===== config.mk =====
export PLATFORM = sky130hd
export DESIGN_NAME = prx_reg_bank
export DESIGN_NICKNAME = d
export VERILOG_FILES = /design/src/rtl/prx_reg_bank_pkg.sv /design/src/rtl/prx_reg_bank_sat_counter.sv /design/src/rtl/prx_reg_bank.sv
export SDC_FILE = /design/constraint.sdc
export NUM_CORES = 2
export LEC_CHECK = 0
export BUFFER_PORTS_ARGS = -buffer_cell sky130_fd_sc_hd__buf_2
export CORE_AREA = 2 2 456 458
export CTS_BUF_LIST = sky130_fd_sc_hd__clkbuf_2
export DETAILED_ROUTE_END_ITERATION = 10
export DIE_AREA = 0 0 458 460
export SLEW_MARGIN = 0
export SYNTH_ARGS = -nofsm -noshare
export SYNTH_HDL_FRONTEND = slang
export SYNTH_SLANG_ARGS = --single-unit

===== constraint.sdc =====
create_clock -name clk -period 107.3 [get_ports clk]
set_input_delay 5.365 -clock clk [delete_from_list [all_inputs] [get_ports clk]]
set_output_delay 5.365 -clock clk [all_outputs]
set_load 0.005 [all_outputs]

===== src/rtl/prx_reg_bank_pkg.sv =====
// Shared address map, read FSM state type and table-window decode helper
// for the packet-receiver configuration register bank.
package prx_reg_bank_pkg;

  localparam logic [7:0] RT_KEY_BASE = 8'h00;
  localparam logic [7:0] RT_MSK_BASE = 8'h10;
  localparam logic [7:0] RT_RTE_BASE = 8'h20;
  localparam logic [7:0] CNT0_ADDR   = 8'h40;
  localparam logic [7:0] CNT1_ADDR   = 8'h41;

  typedef enum logic {
    RD_IDLE = 1'b0,
    RD_RESP = 1'b1
  } rd_state_t;

  // A table window is 16 addresses wide; entries at or above num are unmapped.
  function automatic logic table_hit(input logic [7:0] addr, input logic [7:0] base,
                                     input int num);
    return ((addr & 8'hF0) == base) && (int'(addr[3:0]) < num);
  endfunction

endpackage


===== src/rtl/prx_reg_bank_sat_counter.sv =====
// 32-bit saturating up-counter with a parallel load that takes priority
// over the increment.
module sat_counter (
  input  logic        clk,
  input  logic        reset,
  input  logic        load,
  input  logic [31:0] load_val,
  input  logic        inc,
  output logic [31:0] count
);

  always_ff @(posedge clk or posedge reset) begin
    if (reset) begin
      count <= '0;
    end else if (load) begin
      count <= load_val;
    end else if (inc && (count != 32'hFFFF_FFFF)) begin
      count <= count + 32'd1;
    end
  end

endmodule


===== src/rtl/prx_reg_bank.sv =====
// Configuration register bank: routing table, two packet counters and a
// single-outstanding host read port.
//
// state   | meaning
// RD_IDLE | ready for a read request (rd_rdy_out=1)
// RD_RESP | response held on rd_data_out/rd_err_out until accepted
module prx_reg_bank
  import prx_reg_bank_pkg::*;
#(
  parameter int NUM_RT     = 16,
  parameter int ROUTE_BITS = 3
) (
  input  logic                         clk,
  input  logic                         reset,
  input  logic [7:0]                   prx_addr_in,
  input  logic [31:0]                  prx_data_in,
  input  logic                         prx_vld_in,
  input  logic [1:0]                   prx_cnt_in,
  input  logic [7:0]                   rd_addr_in,
  input  logic                         rd_vld_in,
  output logic                         rd_rdy_out,
  output logic [31:0]                  rd_data_out,
  output logic                         rd_err_out,
  output logic                         rd_resp_vld_out,
  input  logic                         rd_resp_rdy_in,
  output logic [NUM_RT*32-1:0]         rt_key_out,
  output logic [NUM_RT*32-1:0]         rt_mask_out,
  output logic [NUM_RT*ROUTE_BITS-1:0] rt_route_out
);

  localparam int IDX_W = (NUM_RT > 1) ? $clog2(NUM_RT) : 1;

  logic [31:0]           key_q   [NUM_RT];
  logic [31:0]           mask_q  [NUM_RT];
  logic [ROUTE_BITS-1:0] route_q [NUM_RT];
  logic [31:0]           cnt0, cnt1;

  logic [IDX_W-1:0] wr_idx, rd_idx;
  logic             wr_key, wr_msk, wr_rte, wr_cnt0, wr_cnt1;
  logic [31:0]      rd_mux_data;
  logic             rd_mux_err;
  rd_state_t        rd_state;

  assign wr_idx  = prx_addr_in[IDX_W-1:0];
  assign rd_idx  = rd_addr_in[IDX_W-1:0];
  assign wr_key  = prx_vld_in && table_hit(prx_addr_in, RT_KEY_BASE, NUM_RT);
  assign wr_msk  = prx_vld_in && table_hit(prx_addr_in, RT_MSK_BASE, NUM_RT);
  assign wr_rte  = prx_vld_in && table_hit(prx_addr_in, RT_RTE_BASE, NUM_RT);
  assign wr_cnt0 = prx_vld_in && (prx_addr_in == CNT0_ADDR);
  assign wr_cnt1 = prx_vld_in && (prx_addr_in == CNT1_ADDR);

  always_ff @(posedge clk or posedge reset) begin
    if (reset) begin
      for (int i = 0; i < NUM_RT; i++) begin
        key_q[i]   <= '0;
        mask_q[i]  <= '0;
        route_q[i] <= '0;
      end
    end else begin
      for (int i = 0; i < NUM_RT; i++) begin
        if (wr_key && (wr_idx == IDX_W'(i))) key_q[i] <= prx_data_in;
        if (wr_msk && (wr_idx == IDX_W'(i))) mask_q[i] <= prx_data_in;
        if (wr_rte && (wr_idx == IDX_W'(i))) route_q[i] <= prx_data_in[ROUTE_BITS-1:0];
      end
    end
  end

  sat_counter u_cnt0 (
    .clk      (clk),
    .reset    (reset),
    .load     (wr_cnt0),
    .load_val (prx_data_in),
    .inc      (prx_cnt_in[0]),
    .count    (cnt0)
  );

  sat_counter u_cnt1 (
    .clk      (clk),
    .reset    (reset),
    .load     (wr_cnt1),
    .load_val (prx_data_in),
    .inc      (prx_cnt_in[1]),
    .count    (cnt1)
  );

  for (genvar g = 0; g < NUM_RT; g++) begin : g_flat
    assign rt_key_out[32*g +: 32]                 = key_q[g];
    assign rt_mask_out[32*g +: 32]                = mask_q[g];
    assign rt_route_out[ROUTE_BITS*g +: ROUTE_BITS] = route_q[g];
  end

  // Mux reads pre-edge register contents, so a same-cycle write is not seen.
  always_comb begin
    rd_mux_data = '0;
    rd_mux_err  = 1'b1;
    if (table_hit(rd_addr_in, RT_KEY_BASE, NUM_RT)) begin
      rd_mux_data = key_q[rd_idx];
      rd_mux_err  = 1'b0;
    end else if (table_hit(rd_addr_in, RT_MSK_BASE, NUM_RT)) begin
      rd_mux_data = mask_q[rd_idx];
      rd_mux_err  = 1'b0;
    end else if (table_hit(rd_addr_in, RT_RTE_BASE, NUM_RT)) begin
      rd_mux_data = 32'(route_q[rd_idx]);
      rd_mux_err  = 1'b0;
    end else if (rd_addr_in == CNT0_ADDR) begin
      rd_mux_data = cnt0;
      rd_mux_err  = 1'b0;
    end else if (rd_addr_in == CNT1_ADDR) begin
      rd_mux_data = cnt1;
      rd_mux_err  = 1'b0;
    end
  end

  always_ff @(posedge clk or posedge reset) begin
    if (reset) begin
      rd_state        <= RD_IDLE;
      rd_rdy_out      <= 1'b1;
      rd_resp_vld_out <= 1'b0;
      rd_data_out     <= '0;
      rd_err_out      <= 1'b0;
    end else begin
      case (rd_state)
        RD_IDLE: begin
          if (rd_vld_in) begin
            rd_data_out     <= rd_mux_data;
            rd_err_out      <= rd_mux_err;
            rd_resp_vld_out <= 1'b1;
            rd_rdy_out      <= 1'b0;
            rd_state        <= RD_RESP;
          end
        end
        RD_RESP: begin
          if (rd_resp_rdy_in) begin
            rd_resp_vld_out <= 1'b0;
            rd_rdy_out      <= 1'b1;
            rd_state        <= RD_IDLE;
          end
        end
        default: begin
          rd_state        <= RD_IDLE;
          rd_rdy_out      <= 1'b1;
          rd_resp_vld_out <= 1'b0;
        end
      endcase
    end
  end

endmodule

==> reports/metrics.cfg <==
[setup_path]
r2r_end = rd_data_out[21]
cp_slowest_cell = buf_4
cp_slowest_stage_delay_ns = 0.86
worstSetupPathType = in2async
cp-end-kind = async pin
cp.required_ns = 109.02
path_buf_inv = 7
cp_cell_sequence = buf_2 > inv_8 > buf_4 > buf_4 > buf_4 > buf_4 > buf_12
arrival_ns = 9.77
r2r_cells = 7
r2r_start = rd_state
critical_path.max_fanout = 151
critical_path.startpoint = reset
cp_common_cell = buf_4
r2r_slack_ns = 104.13
critPathTopFamily = buffers and inverters
crit_path_start_kind = input pin

[global_routing]
antenna_found_initial = 37
overflow = 0
grt_pass1_vias = 42200
gr-usage-met3 = 0.0998
busiest_layer = met2
grt_start_max_net_pins = 152
grt_usage = 0.255
grt_use_met1 = 0.314
gr-usage-met2 = 0.388
grt_first_pass_wirelength_um = 369000

[timing]
whs_ns = 0.514
setup_viol = 0
fmax_mhz = 124
final.setup.tns_ns = 0
hold_viol = 0
max_slew_margin = 0.139
skew_ns = 0.188
finalCriticalPeriod_ns = 8.04
period_share = 0.0750
max_slew.worst_pin.slew_ns = 1.29
drv_slew = 0
rsz0062_at_grt = false

[layout]
final_common_cell = dfrtp_1
nNetsFinal = 4965
syn_to_final_growth_pct = 21.2
final_cell_mix = 1171 x dfrtp_1, 1157 x buf_2, 1104 x mux2_2, 498 x clkbuf_2, 267 x mux4_2
fin_cells = 7866
post-route-util = 0.320
drive_above_1_share = 0.616

[clocking]
cts_htree_levels = 5
cts-resized-gates = 0
cts_tree = yes
cts_made_buffers = 345
clockBufferDepth = 4
post-cts-setup-buffers = 0
cts_root_buf = clkbuf_2
cts_num_sinks = 1172
clk_pin_slew_ns = 0.10
worstSkewPairLatency_ns = 1.86
cts_hold_buf = 0

[power_and_ir_drop]
p_leak_nw = 35.2
comb_power_share = 0.133
seq_power_share = 0.516
power_per_cell_area_nw_per_um2 = 14.6
p_switching_w = 0.000310
intPower_w = 0.000649
power.share.clock = 0.352
ir_worst_vdd_v = 0.00000960
switching_share = 0.323

[drt]
vias = 42200
drt_pre_antenna_iters = 6
drtIter0Drc = 3969
finalWirelength_um = 276000
viasPerCell = 5.37
wl_per_cell_um = 35.1
drc = 0
antenna_left = 0

[synthesis]
netlist.area_leader.share = 0.540
synth-main-ff-cell = dfrtp_1
postSynthAreaPerCell_um2 = 14.7
syn_inst = 3683
syn_nets = 3740
synth_compound_area_frac = 0.0323
synthXorXnorAreaFrac = 0.00113
yosysTopAreaCell = dfrtp_1
ys_seq_area_frac = 0.540
async_flop_share = 1.00
ys_warn_count = 0
synthTopCellsByArea = dfrtp_1 54%, mux2_2 23%, mux4_2 11%
synth_top_family_by_area = multiplexers
synthMuxAreaShare = 0.358
synthSimpleGateAreaFrac = 0.0416
synth_fa_ha_area_frac = 0.000461
netlist_area_um2 = 54300
synth_edf_count = 0
ys_types = 62
yosys_register_bits = 1172

[flow_run]
maxCapViolCount = 0

[floorplanning]
start_util = 0.264
die_area_um2 = 211000
dieHeight_um = 460
num_io_pins = 1162
rows = 167
die_w_um = 458
fp.coreArea_um2 = 206000

[placement]
dp.cells = 7265
port_buffers = 1161
place_congestion = 0.890
hpwlAfterDp_um = 193000

[hold_path]
hold_end = rd_rdy_out
hold_path.class = reg2reg
min_from = rd_rdy_out
whs_path_depth = 2

[outcome]
status = finished, final reports clean

-- sequential cells by signal (all words and copies together), names as in the netlist --
signal	cells
u_cnt0.count	32
rd_err_out	1
rt_mask_out	512
rd_rdy_out	1
rd_data_out	32
u_cnt1.count	32
rd_resp_vld_out	1
rt_route_out	48
rd_state	1
rt_key_out	512
-- per-layer routing --
metal  up-vias  routed length (um)  part of all wire
li1      16600                   -                 -
met1     22500              108000              0.39
met2      2511              124000              0.45
met3       620               29600              0.11
met4        24               14600             0.053
met5         -                 341            0.0012
-- power groups by stage --
stage	combinational, W	sequential [W]	clock [W]
2_1_floorplan	0.0000614	0.000495	0
3_3_place_gp	0.000128	0.000500	0
3_5_place_dp	0.000129	0.000502	0
4_1_cts	0.000130	0.000494	0.000349
5_1_grt	0.000136	0.000497	0.000372
6_report	0.000127	0.000495	0.000337
-- worst register-to-register path, stage by stage (launching register included) --
cell and delay [ns]:
dfrtp_1 0.46, nor2b_4 0.12, buf_4 0.60, and3_1 0.50, nand2_4 0.29, buf_4 0.47, a211oi_1 0.57, nor3_1 0.14
-- layout make-up --
type / count / area (um2)
timing repair buffer: 1215 / 6280
fill: 21000 / 140000
clock buffer: 498 / 2490
clock inverter: 77 / 397
inverter: 11 / 48.8
tap: 2704 / 3380
sequential: 1172 / 29300
multi-input combinational: 2163 / 23800
antenna: 26 / 65.1
-- cells in the mapped netlist, types with 3 or more instances --
cell type and n:
dfrtp_1 1171, mux2_2 1104, mux4_2 267, clkbuf_1 176, nand2_1 97, buf_1 81, buf_2 73, nor2_1 73
mux2i_1 65, a31oi_1 50, nor3_1 38, nor2b_1 36, or3_1 36, a21oi_1 35, nand4_1 33, o21ai_0 33
mux2_1 31, o22ai_1 31, a211oi_1 30, nand3_1 30, o221ai_1 29, o21ai_1 17, or4_1 17, and3_1 14
and4_1 14, o31ai_1 14, inv_1 11, nand2b_1 7, nor4_1 6, o211ai_1 5, xor2_1 5, a22oi_1 4
buf_4 4, and2_1 3, buf_6 3, nand3_2 3, nand3b_1 3
-- worst max-delay path by stage --
stage                     cells after the start  slack [ns]          endpoint
after detailed placement                      7       97.32   rt_key_out[397]
after floorplan                               1       68.92    rd_data_out[0]
after global placement                        7       97.43   rt_key_out[429]
final                                         7       99.26   rt_key_out[433]
after CTS                                     1       98.91  rt_mask_out[266]
after global routing                          7       98.87   rt_key_out[433]
-- logic make-up (layout without fill, tap and decap cells) --
group,Yosys count,after routing
compound gates,266,266
other cells,0,26
fa+ha+maj,2,2
flops,1172,1172
xor+xnor,7,7
buf+inv,348,1801
mux,1467,1467
simple gates,421,421
-- metrics by stage --
stage / setup WS (ns) / area (um2) / total power [W]
4_1_cts: 98.91 / 65800 / 0.000972
5_1_grt: 98.87 / 65800 / 0.00101
6_report: 99.26 / 65800 / 0.000960
3_3_place_gp: 97.43 / 62900 / 0.000629
3_5_place_dp: 97.32 / 62900 / 0.000631
2_1_floorplan: 68.92 / 54300 / 0.000557
Power figures use the tool's default switching activity.
